===== src/rtl/tpu_seq_pkg.sv =====
// Shared types and helpers for the TPU layer sequencer: FSM state encoding,
// default widths and an index-to-one-hot helper.
package tpu_seq_pkg;

    localparam int NUM_LAYERS_DEF = 3;
    localparam int ADDR_W_DEF     = 11;
    localparam int CLASS_W_DEF    = 4;
    localparam int TIMEOUT_W_DEF  = 16;
    localparam int MAX_LAYERS     = 32;

    typedef enum logic [2:0] {
        IDLE,
        ARM,
        RUN,
        GAP,
        DONE,
        ERR
    } seq_state_e;

    // Callers truncate the result to their own layer count.
    function automatic logic [MAX_LAYERS-1:0] onehot(input int unsigned idx);
        return {{(MAX_LAYERS-1){1'b0}}, 1'b1} << idx;
    endfunction

endpackage


===== src/rtl/tpu_onehot_addr_mux.sv =====
// AND-OR select of per-layer ROM addresses by a one-hot enable; drives zero
// when no enable is set, so the shared ROM bus is never floating.
module tpu_onehot_addr_mux
    import tpu_seq_pkg::*;
#(
    parameter int NUM_LAYERS = NUM_LAYERS_DEF,
    parameter int ADDR_W     = ADDR_W_DEF
) (
    input  logic [NUM_LAYERS-1:0]        sel_i,
    input  logic [NUM_LAYERS*ADDR_W-1:0] addr_i,
    output logic [ADDR_W-1:0]            addr_o
);

    logic [NUM_LAYERS-1:0][ADDR_W-1:0] masked;

    for (genvar g = 0; g < NUM_LAYERS; g++) begin : g_lane
        assign masked[g] = addr_i[g*ADDR_W +: ADDR_W] & {ADDR_W{sel_i[g]}};
    end

    always_comb begin
        addr_o = '0;
        for (int i = 0; i < NUM_LAYERS; i++) begin
            addr_o = addr_o | masked[i];
        end
    end

endmodule


===== src/rtl/tpu_layer_sequencer.sv =====
// Runs NUM_LAYERS layer engines in order over a shared ROM and MultAdder.
// Optional watchdog enabled by defining TPU_SEQ_WATCHDOG_EN.
module tpu_layer_sequencer
    import tpu_seq_pkg::*;
#(
    parameter int NUM_LAYERS = NUM_LAYERS_DEF,
    parameter int ADDR_W     = ADDR_W_DEF,
    parameter int CLASS_W    = CLASS_W_DEF,
    parameter int TIMEOUT_W  = TIMEOUT_W_DEF
) (
    input  logic                              clk,
    input  logic                              iRst_n,
    input  logic                              start,
    input  logic                              abort,
    input  logic [NUM_LAYERS-1:0]             layer_done,
    input  logic [NUM_LAYERS*ADDR_W-1:0]      layer_addr,
    input  logic [CLASS_W-1:0]                result_in,
    output logic [NUM_LAYERS-1:0]             layer_ena,
    output logic                              layer_rstn,
    output logic [ADDR_W-1:0]                 rom_addr,
    output logic [$clog2(NUM_LAYERS):0]       cur_layer,
    output logic [CLASS_W-1:0]                num_out,
    output logic                              busy,
    output logic                              done,
    output logic                              error
);

    localparam int CUR_W = $clog2(NUM_LAYERS) + 1;

    seq_state_e            state_q, state_d;
    logic [CUR_W-1:0]      cur_q, cur_d;
    logic [CLASS_W-1:0]    num_q, num_d;
    logic [NUM_LAYERS-1:0] cur_oh;
    logic                  cur_done;
    logic                  last_layer;
    logic                  wd_expired;

    assign cur_oh     = NUM_LAYERS'(onehot(32'(cur_q)));
    // Only the active engine's completion flag is honoured.
    assign cur_done   = |(layer_done & cur_oh);
    assign last_layer = (cur_q == CUR_W'(NUM_LAYERS - 1));

`ifdef TPU_SEQ_WATCHDOG_EN
    logic [TIMEOUT_W-1:0] wd_q, wd_d;

    always_comb begin
        wd_d = wd_q;
        if (state_q == ARM) begin
            wd_d = '0;
        end else if (state_q == RUN) begin
            wd_d = wd_q + TIMEOUT_W'(1);
        end
    end

    always_ff @(posedge clk or negedge iRst_n) begin
        if (!iRst_n) begin
            wd_q <= '0;
        end else begin
            wd_q <= wd_d;
        end
    end

    // Fires on the RUN cycle whose increment brings the counter to all-ones.
    assign wd_expired = (state_q == RUN) && (wd_q == ~TIMEOUT_W'(1));
`else
    assign wd_expired = 1'b0;
`endif

    always_ff @(posedge clk or negedge iRst_n) begin
        if (!iRst_n) begin
            state_q <= IDLE;
            cur_q   <= '0;
            num_q   <= '0;
        end else begin
            state_q <= state_d;
            cur_q   <= cur_d;
            num_q   <= num_d;
        end
    end

    always_comb begin
        state_d = state_q;
        cur_d   = cur_q;
        num_d   = num_q;
        if (abort) begin
            state_d = IDLE;
        end else begin
            case (state_q)
                IDLE, DONE, ERR: begin
                    if (start) begin
                        state_d = ARM;
                        cur_d   = '0;
                    end
                end
                ARM: state_d = RUN;
                RUN: begin
                    if (cur_done) begin
                        if (last_layer) begin
                            state_d = DONE;
                            num_d   = result_in;
                        end else begin
                            state_d = GAP;
                        end
                    end else if (wd_expired) begin
                        state_d = ERR;
                    end
                end
                GAP: begin
                    state_d = ARM;
                    cur_d   = cur_q + CUR_W'(1);
                end
                default: state_d = IDLE;
            endcase
        end
    end

    // Engines are held in reset during ARM so each layer starts clean.
    always_comb begin
        layer_ena  = '0;
        layer_rstn = 1'b0;
        busy       = 1'b0;
        done       = 1'b0;
        error      = 1'b0;
        case (state_q)
            ARM: begin
                layer_ena = cur_oh;
                busy      = 1'b1;
            end
            RUN: begin
                layer_ena  = cur_oh;
                layer_rstn = 1'b1;
                busy       = 1'b1;
            end
            GAP:  busy = 1'b1;
            DONE: done = 1'b1;
`ifdef TPU_SEQ_WATCHDOG_EN
            ERR:  error = 1'b1;
`endif
            default: ;
        endcase
    end

    assign cur_layer = cur_q;
    assign num_out   = num_q;

    tpu_onehot_addr_mux #(
        .NUM_LAYERS (NUM_LAYERS),
        .ADDR_W     (ADDR_W)
    ) u_addr_mux (
        .sel_i  (layer_ena),
        .addr_i (layer_addr),
        .addr_o (rom_addr)
    );

endmodule


===== config.mk =====
export PLATFORM = sky130hd
export DESIGN_NAME = tpu_layer_sequencer
export DESIGN_NICKNAME = d
export VERILOG_FILES = /design/src/rtl/tpu_seq_pkg.sv /design/src/rtl/tpu_onehot_addr_mux.sv /design/src/rtl/tpu_layer_sequencer.sv
export SDC_FILE = /design/constraint.sdc
export NUM_CORES = 1
export LEC_CHECK = 0
export BUFFER_PORTS_ARGS = -buffer_cell sky130_fd_sc_hd__buf_2
export CAP_MARGIN = 10
export CORE_UTILIZATION = 40
export DETAILED_ROUTE_END_ITERATION = 7
export GPL_TIMING_DRIVEN = 1
export PLACE_DENSITY = 0.88
export SYNTH_ARGS = -nofsm -noshare
export SYNTH_HDL_FRONTEND = slang
export SYNTH_SLANG_ARGS = --single-unit

===== constraint.sdc =====
create_clock -name clk -period 2.5 [get_ports clk]
set_input_delay 0.625 -clock clk [delete_from_list [all_inputs] [get_ports clk]]
set_output_delay 0.625 -clock clk [all_outputs]
set_load 0.02 [all_outputs]

## Word-level counts from Yosys, hierarchy flattened

Cells that the tools add are included.

| operators by class | value |
|---|---|
| reduce and logical (&&, ||, !) cells | 9 |
| shift-type cells | 1 |
| $add $sub $neg | 1 |
| eq/ne operators | 9 |
| bitwise logic cells | 7 |
| mux-type cells | 11 |

Operators with widths:

| operator | number |
|---|---|
| $and 11x11->11 | 3 |
| $or 11x11->11 | 2 |
| $mux 3 | 6 |
| $pmux 3 s4 | 1 |
| $eq 3x2->1 const B | 3 |
| $reduce_or 3->1 | 3 |
| $eq 3x3->1 const B | 2 |
| $ne 3x3->1 const B | 2 |
| $pmux 3 s2 | 1 |
| $reduce_and 4->1 | 1 |
| $add 3x1->3 const B | 1 |
| $and 3x3->3 | 1 |
| $eq 3x1->1 const B | 1 |
| $logic_not 3->1 | 1 |
| $mux 1 | 3 |
| $reduce_and 3->1 | 1 |
| $shl 1x3->3 const A | 1 |
| $ne 2x2->1 const B | 1 |
| $reduce_and 2->1 | 1 |
| $reduce_bool 2->1 | 1 |
| $reduce_or 2->1 | 1 |
| $not 1->1 | 1 |

| word-level totals | value |
|---|---|
| bits in registers | 10 |
| output and inout port bits | 25 |
| input bits | 44 |
| word-level logic and storage cells | 41 |

## Depth between registers and ports, before layout

Gate-level depths: netlist of the first run.

| logic depth | value |
|---|---|
| word-level depth | 6 |
| gate-level depth with buffers | 6 |
| gate-level depth less buffers | 6 |

## Hierarchy

A second synthesis of the first run with hierarchy kept.

| unflattened totals | value |
|---|---|
| cells, all modules | 89 |
| area total of the unflattened synthesis | 822.0 um^2 |

Modules (own cells, without submodules):

| module | cells each | instances | seq. area each (um^2) | area an instance (um^2) |
|---|---|---|---|---|
| tpu_layer_sequencer | 64 | 1 | 250.2 | 643.1 |
| tpu_onehot_addr_mux | 25 | 1 | 0.0 | 178.9 |

## Worst setup path before layout of the first run

Ideal clock, no wire load.

| timing path | value |
|---|---|
| path type | register to output |
| start point | reg cur_q[0], in the netlist cur_layer[0] |
| end point | out rom_addr[1] |
| path buffers | 1 |
| arrival time | 1.792 ns |
| path slack | 0.083 ns |
| data required time | 1.875 ns |
| stages on the path, launching flop included | 7 |
| path through | dfrtp_1 -> inv_1 -> ha_1 -> inv_1 -> nor4_2 -> buf_2 -> a221o_1 |

RTL lines:

| what | RTL line | text |
|---|---|---|
| start, declared | tpu_layer_sequencer.sv:31 | `logic [CUR_W-1:0] cur_q, cur_d;` |
| start signal, assigned | tpu_layer_sequencer.sv:76 | `cur_q <= cur_d;` |
| $shl 1x3->3 | tpu_seq_pkg.sv:22 | `return {{(MAX_LAYERS-1){1'b0}}, 1'b1} << idx;` |
| $mux 3 | tpu_layer_sequencer.sv:124 | `case (state_q)` |
| via layer_ena[2] | tpu_layer_sequencer.sv:18 | `output logic [NUM_LAYERS-1:0] layer_ena,` |
| $and 11x11->11 | tpu_onehot_addr_mux.sv:17 | `assign masked[g] = addr_i[g*ADDR_W +: ADDR_W] & {ADDR_W{sel_i[g]}};` |
| $or 11x11->11 | tpu_onehot_addr_mux.sv:23 | `addr_o = addr_o \| masked[i];` |
| end, declared | tpu_layer_sequencer.sv:20 | `output logic [ADDR_W-1:0] rom_addr,` |

The timed path passes the listed nets, and every way through them passes these cells.

## Worst setup path in the final report of the first run

| timing path | value |
|---|---|
| start point | reg cur_q[1], in the netlist cur_layer[1] |
| end point | out rom_addr[1] |

| between the ends | value |
|---|---|
| word-level cells in the longest chain between the ends | 5 |

RTL lines:

| what | RTL line |
|---|---|
| $shl 1x3->3 (*) | tpu_seq_pkg.sv:22 |
| $mux 3 (*) | tpu_layer_sequencer.sv:124 |
| $and 11x11->11 | tpu_onehot_addr_mux.sv:17 |
| $or 11x11->11 | tpu_onehot_addr_mux.sv:23 |
| $or 11x11->11 (*) | tpu_onehot_addr_mux.sv:23 |

Mark *: on every way between the ends. The rest lies on a longest branch, timed or not.

==> impl_metrics.csv, run 1 <==
group,metric,value,unit
placed_design,number_of_port_buffers,67,
clock_network,ctsHoldBuffers,0,
timing,tightestPinTransition,0.594,ns
finish,drive_gt1_frac,0.580,
worst_setup_path,criticalPathCategory,"flip-flop to primary output",
logic_synthesis,syn_area_per_cell,10.0,µm²
grt,vias_in_the_first_global_route,919,
timing,post-route-period-util,0.981,
worst_hold_path,worst_hold_path_type,"input port to asynchronous set/reset pin",
timing,fin_worst_skew,0.00476,ns
die,fp.dieW,50.8,µm
die,core_area,2230,µm²
timing,report.final.slew_viol_count,0,
clock_network,worst_setup_hold_path_clk_slew,0.07,ns
pwr,power_density,657,nW/µm²
pwr,total_power,913,µW
clock_network,root_buffer,"clkbuf_4",
clock_network,cts_inserted_buffers,3,
finish,seqCellArea,253,µm²
die,floorplan.io_pins,69,
grt,antenna_found_initial,0,
clock_network,insertion_delay,0.27,ns
finish,utilization,0.622,
clock_network,ctsHtreeMaxLevel,1,
job,cap_violations,0,
logic_synthesis,yosys.cell_types.count,35,
logic_synthesis,synth.yosys.warnings,0,
timing,finalWorstSetupSlack,0.0476,ns
pwr,leakagePower,0.785,nW
worst_setup_path,endpoint_kind,"primary output",
timing,maximum_clock_frequency,408,MHz
routing,drt_drc_violations_left,0,
routing,drt-pass1-iter-count,4,
clock_network,clock_sink_count,10,
finish,area_delta_synth_final,45.8,%
finish,design_area,1390,µm²
finish,fill_cell_count,180,
routing,route.detailed.vias_per_inst,5.23,
clock_network,max-clock-path-buffers,2,
logic_synthesis,syn-num-nets,143,
die,die_area,2580,µm²
finish,antenna_cells_inserted,0,
finish,multi_input_area,614,µm²
worst_setup_path,start_kind,"flip-flop",
worst_setup_path,cp.arrival,1.83,ns
placed_design,hpwl,1.88,mm
routing,route.antenna.remaining_nets,0,
grt,grt_first_pass_wirelength,3.74,mm
timing,worst_slew_margin_rel,0.603,
run_status,status,"finished, final reports clean",
logic_synthesis,ys_ff_latch,10,
grt,grt-ovfl-total,0,
timing,finalSetupViolations,0,
logic_synthesis,syn-cell-area,953,µm²
routing,finalWirelength,2.54,mm
timing,post-route-min-period,2.45,ns
grt,grt_usage,0.188,
finish,mostFrequentLayoutCell,"buf_2",
pwr,vdd_drop_max,0.338,mV
routing,vias,1031,
placed_design,placedInstanceArea,1270,µm²
timing,final_hold_viol_count,0,
routing,drt-wirelength-per-cell,12.9,µm
finish,final_net_count,218,
placed_design,place.gp.congestion,0.837,
finish,mostFrequentLayoutCells,"67 x buf_2, 11 x and2_1, 11 x a221o_1",
die,rows,17,
timing,setup_tns,0,ns
logic_synthesis,syn_inst,95,
routing,initial_drt_markers,19,
die,die_outline_height,50.8,µm
clock_network,tritoncts,"built",
worst_setup_path,critical_path_peak_fanout,12,
worst_setup_path,cp_data_required_time,1.88,ns
placed_design,place_worst_setup_slack,0.178,ns
logic_synthesis,yosysSeqAreaShare,0.262,
die,initial_core_util,0.427,
grt,grt_start_max_net_pins,16,
logic make-up after synthesis:
| family | synth area share |
|---|---|
| AO/OA/AOI/OAI | 0.203 |
| XOR/XNOR | 0.0289 |
| adder cells (fa/ha/maj) | 0.0525 |
| buffers and inverters | 0.0958 |
| flip-flops | 0.262 |
| multiplexers | 0.0472 |
| other | 0.00393 |
| AND/OR/NAND/NOR | 0.306 |
sequential cells by signal, summed over array words and instances, names as in the netlist:
signal     cells
cur_layer      3
num_out        4
state_q        3
report_power, final:
part | total [mW] | internal [mW] | leakage, nW | switching (mW)
logic | 0.563 | 0.261 | 0.629 | 0.302
registers | 0.202 | 0.182 | 0.134 | 0.0200
clock network | 0.147 | 0.0885 | 0.0210 | 0.0589
total | 0.913 | 0.532 | 0.785 | 0.381
through the flow:
step	std cells	hold WS [ns]
floorplan	95	0.329
global placement	184	0.472
detailed placement	184	0.476
CTS	193	0.198
global route	197	0.205
finish	197	0.201
worst paths after layout:
| path | start | end | slack [ns] | depth (start not counted) |
|---|---|---|---|---|
| setup / recovery | cur_layer[1]$_DFFE_PN0P_ | rom_addr[1] | 0.05 | 7 |
| hold / removal | iRst_n | num_out[1]$_DFFE_PN0P_ | 0.20 | 1 |
| setup reg to reg | cur_layer[0]$_DFFE_PN0P_ | num_out[3]$_DFFE_PN0P_ | 0.77 | 6 |
| hold reg to reg | num_out[0]$_DFFE_PN0P_ | num_out[0]$_DFFE_PN0P_ | 0.49 | 1 |
| max in group asynchronous | iRst_n | state_q[0]$_DFFE_PN0P_ | 2.09 | 1 |
| min in group clk | num_out[0]$_DFFE_PN0P_ | num_out[0]$_DFFE_PN0P_ | 0.49 | 1 |
synth_stat cells:
master	count	area, µm²
xnor2_4	1	27.5
dfrtp_1	10	250
o21ai_0	3	15.0
or3_1	1	6.26
nor2b_1	2	12.5
nor3_1	4	20.0
nor3b_2	1	12.5
nor3_2	1	10.0
buf_6	3	33.8
nand4b_1	1	8.76
a221o_1	11	110
conb_1	1	3.75
nand2_1	1	3.75
o211ai_2	1	12.5
inv_1	5	18.8
a21oi_1	6	30.0
nor4_2	1	12.5
nand2b_1	2	12.5
mux2_1	1	11.3
o311a_1	1	10.0
and2_1	11	68.8
clkbuf_1	1	3.75
buf_2	1	5.00
nor2_1	4	15.0
nor3b_1	1	7.51
ha_1	4	50.1
and4_1	1	8.76
buf_4	4	30.0
and3_1	1	6.26
mux2_2	3	33.8
a22oi_1	1	7.51
nand3b_1	2	15.0
o41ai_1	1	8.76
nor4b_4	2	47.6
nand4b_4	1	23.8
timing repair:
| action | in CTS | in global routing |
|---|---|---|
| pin swaps | 3 | 1 |
| endpoints found under the setup margin | 11 | 11 |
| endpoints found under the hold margin | 0 | 0 |
| gates resized for setup | 5 | 3 |
| buffers inserted | 4 | 5 |
| gates cloned | 1 | 0 |
metal layers:
metal / global-route usage / vias up / share of wire
met2: 0.369 / 60 / 0.49
met4: 0.0787 / 0 / 0.011
met1: 0.183 / 467 / 0.40
li1: - / 500 / -
met3: 0.0476 / 4 / 0.11
met5: 0 / - / 0
cell type report:
class | instances | share of cell area
Inverter | 5 | 0.0135
Sequential cell | 10 | 0.182
Clock buffer | 4 | 0.0261
Timing Repair Buffer | 79 | 0.311
Tap cell | 28 | 0.0252
Multi-Input combinational cell | 71 | 0.442
critical path, stage by stage, from the launching register on:
cell and delay (ns):
dfrtp_1 0.39, inv_1 0.09, ha_1 0.21, nor4b_4 0.14, buf_6 0.16, and2_1 0.16, a221o_1 0.25, buf_2 0.16
No activity file was read; power rests on OpenSTA's default activity.
==> inputs of run 2 (changes only) <==
Settings changed: CORE_UTILIZATION 40 to 38, SYNTH_HIERARCHICAL from default to 1.
==> run 2 against run 1 <==
  * Power rose by 18%
  * Sequential power up 2%
  * Non-clock buffer count fell by 5
  * Worst setup slack better by 0.042 ns
  * Critical path type unchanged
  * Global-route usage rose by 1.9 points
  * Clock skew fell by 0.0023 ns
  * Die area shrank 8.9%
  * First-iteration DRC count is 120% higher
  * Synthesized cell count decreased by 6.3%
  * Fmax increased by 1.8%
==> impl_metrics.csv, run 2 <==
group,metric,value,unit
timing,post-route-period-util,0.964,
logic_synthesis,synth.yosys.warnings,6,
routing,initial_drt_markers,42,
finish,final_net_count,212,
routing,drt-pass1-iter-count,4,
logic_synthesis,yosys.area_share.adder,0.0609,
worst_setup_path,cpPeakStageDelay,0.37,ns
placed_design,number_of_port_buffers,67,
logic_synthesis,syn-num-nets,137,
worst_setup_path,start_kind,"flip-flop",
job,cap_violations,0,
finish,drive_gt1_frac,0.540,
logic_synthesis,syn_inst,89,
logic_synthesis,synth_top_family_by_area,"compound AO/OA/AOI/OAI gates",
logic_synthesis,yosys.cell_types.count,30,
logic_synthesis,ys.flop_type,"dfrtp_1",
logic_synthesis,synth_edf_count,0,
finish,area_delta_synth_final,52.4,%
clock_network,max-clock-path-buffers,2,
clock_network,root_buffer,"clkbuf_4",
clock_network,ctsHoldBuffers,0,
placed_design,dpl.cell_count,182,
clock_network,worst_setup_hold_path_clk_slew,0.07,ns
logic_synthesis,synth_commonest_cells,"14 x inv_1, 11 x a222oi_1, 10 x dfrtp_1",
logic_synthesis,synth_largest_type_area_fraction,0.304,
clock_network,tritoncts,"built",
timing,maximum_clock_frequency,415,MHz
timing,unrepaired_setup_endpoints_after_global_routing,"yes",
timing,fin_worst_skew,0.00246,ns
die,die_area,2350,µm²
finish,mostFrequentLayoutCells,"67 x buf_2, 14 x inv_1, 11 x a222oi_1",
placed_design,place.gp.congestion,0.811,
grt,grt_usage,0.207,
logic_synthesis,synth_simple_gate_area_frac,0.184,
die,fp.dieW,48.5,µm
logic_synthesis,yosys.area_share.xor_xnor,0,
pwr,leakagePower,0.758,nW
die,floorplan.io_pins,69,
timing,finalSetupViolations,0,
die,core_area,2000,µm²
worst_setup_path,endpoint_kind,"primary output",
logic_synthesis,synth.top_cells.by_area,"dfrtp_1 30%, a222oi_1 13%, inv_1 6.4%",
logic_synthesis,synth_compound_gate_area_share,0.266,
timing,tightestPinTransition,0.571,ns
routing,route.antenna.remaining_nets,0,
logic_synthesis,synth_most_common_cell,"inv_1",
die,rows,16,
logic_synthesis,ys_ff_latch,10,
routing,drt-wirelength-per-cell,13.1,µm
timing,final_hold_viol_count,0,
worst_setup_path,timing.rr.start,"state_q[2]$_DFFE_PN0P_",
timing,worst_slew_margin_rel,0.619,
pwr,vdd_drop_max,0.439,mV
routing,vias,998,
routing,finalWirelength,2.49,mm
finish,antenna_cells_inserted,0,
placed_design,hpwl,1.97,mm
logic_synthesis,syn_area_per_cell,9.24,µm²
run_status,status,"finished, final reports clean",
worst_setup_path,critical_path_peak_fanout,12,
placed_design,placedInstanceArea,1180,µm²
clock_network,cts_inserted_buffers,3,
worst_setup_path,criticalPathCategory,"flip-flop to primary output",
worst_setup_path,crit-reg2reg-capture,"num_out[3]$_DFFE_PN0P_",
timing,post-route-min-period,2.41,ns
worst_setup_path,critical_path_buf_inv_count,4,
logic_synthesis,syn-cell-area,822,µm²
grt,antenna_found_initial,0,
logic_synthesis,synthArstFlopShare,1.00,
routing,drt_drc_violations_left,0,
worst_setup_path,path_common_cell,"inv_1",
finish,mostFrequentLayoutCell,"buf_2",
worst_setup_path,cp_data_required_time,1.88,ns
logic_synthesis,muxShareOfSynthArea,0.0548,
grt,grt_first_pass_wirelength,3.85,mm
worst_setup_path,worstPathCellList,"inv_1 > ha_1 > nand2b_1 > nor2_1 > buf_4 > a222oi_1 > inv_1 > buf_2",
die,initial_core_util,0.411,
timing,setup_tns,0,ns
pwr,power_density,858,nW/µm²
worst_setup_path,critical_path.top_delay_family,"buffers and inverters",
worst_setup_path,cp.arrival,1.79,ns
worst_setup_path,timing.critical_path.slowest_stage_cell,"dfrtp_1",
finish,largest_reg_flops,4,
clock_network,clock_sink_count,10,
finish,fill_cell_count,184,
clock_network,ctsHtreeMaxLevel,1,
die,die_outline_height,48.5,µm
logic_synthesis,yosysSeqAreaShare,0.304,
worst_setup_path,setup.reg_to_reg.worst_slack,0.54,ns
timing,report.final.slew_viol_count,0,
finish,finish.cell_count_without_fillers,190,
grt,grt_start_max_net_pins,13,
logic_synthesis,post-synth-top-area-cell,"dfrtp_1",
grt,vias_in_the_first_global_route,979,
worst_setup_path,worst_r2r_path_depth,4,
grt,grt-ovfl-total,0,
routing,route.detailed.vias_per_inst,5.25,
clock_network,insertion_delay,0.26,ns
finish,design_area,1250,µm²
worst_hold_path,worst_hold_path_type,"input port to asynchronous set/reset pin",
-- run 2: cell types whose count changed after synthesis, sizes merged, moves of 3 or more --
cell,before,now
a221o,11,0
a222oi,0,11
and2,11,3
buf,8,5
inv,5,14
nand2b,2,5
nor2,4,7
nor3,5,1
-- run 2: per-stage QoR --
stage / hold WS, ns / worst slack (ns) / power [mW] / util
after floorplan: 0.329 / 0.133 / 0.695 / -
after global placement: 0.467 / 0.314 / 0.871 / 0.589
after detailed placement: 0.469 / 0.212 / 0.889 / 0.589
after CTS: 0.208 / 0.00129 / 1.05 / 0.616
after global routing: 0.213 / -0.0172 / 1.15 / 0.626
final: 0.211 / 0.0899 / 1.07 / 0.626
-- run 2: cell families (layout without fill, tap and decap cells) --
family          count (synthesis)  in the layout
fa+ha+maj                       4              4
other cells                     1              1
simple gates                   25             27
flops                          10             10
compound gates                 25             25
buf+inv                        20             92
mux                             4              4
-- run 2: area by class of cell --
class | count | area, µm² | share of cell area
Multi-Input combinational cell | 61 | 492 | 0.393
Timing Repair Buffer | 74 | 388 | 0.310
Sequential cell | 10 | 250 | 0.200
Inverter | 14 | 52.6 | 0.0420
Clock buffer | 4 | 36.3 | 0.0290
Tap cell | 27 | 33.8 | 0.0270
-- run 2: metal layers --
layer	GRT usage	part of all wire	vias to the layer above	wire length, µm
met3	0.0597	0.097	10	240
li1	-	-	481	-
met5	0	0	-	0
met1	0.181	0.35	450	882
met4	0.142	0.031	0	76
met2	0.399	0.52	57	1290
-- run 2: report_power, final --
group | internal (mW) | total [mW] | switching, mW | leakage, nW
logic | 0.302 | 0.725 | 0.422 | 0.600
registers | 0.190 | 0.207 | 0.0169 | 0.138
clock network | 0.0883 | 0.143 | 0.0548 | 0.0210
-- run 2: worst max path at each step --
| stage | startpoint | end | cells past startpoint |
|---|---|---|---|
| floorplan | cur_layer[0]$_DFFE_PN0P_ | rom_addr[10] | 7 |
| global placement | state_q[1]$_DFFE_PN0P_ | rom_addr[9] | 7 |
| detailed placement | cur_layer[0]$_DFFE_PN0P_ | rom_addr[3] | 6 |
| CTS | state_q[1]$_DFFE_PN0P_ | rom_addr[3] | 7 |
| global route | state_q[0]$_DFFE_PN0P_ | rom_addr[3] | 7 |
| finish | cur_layer[0]$_DFFE_PN0P_ | rom_addr[3] | 8 |
-- run 2: what timing repair did --
action	4_1_cts	5_1_grt
endpoints found under the hold margin	0	0
gates resized for setup	2	3
cloned	0	2
buffers inserted	2	0
endpoints found under the setup margin	11	11
pin swaps	1	3
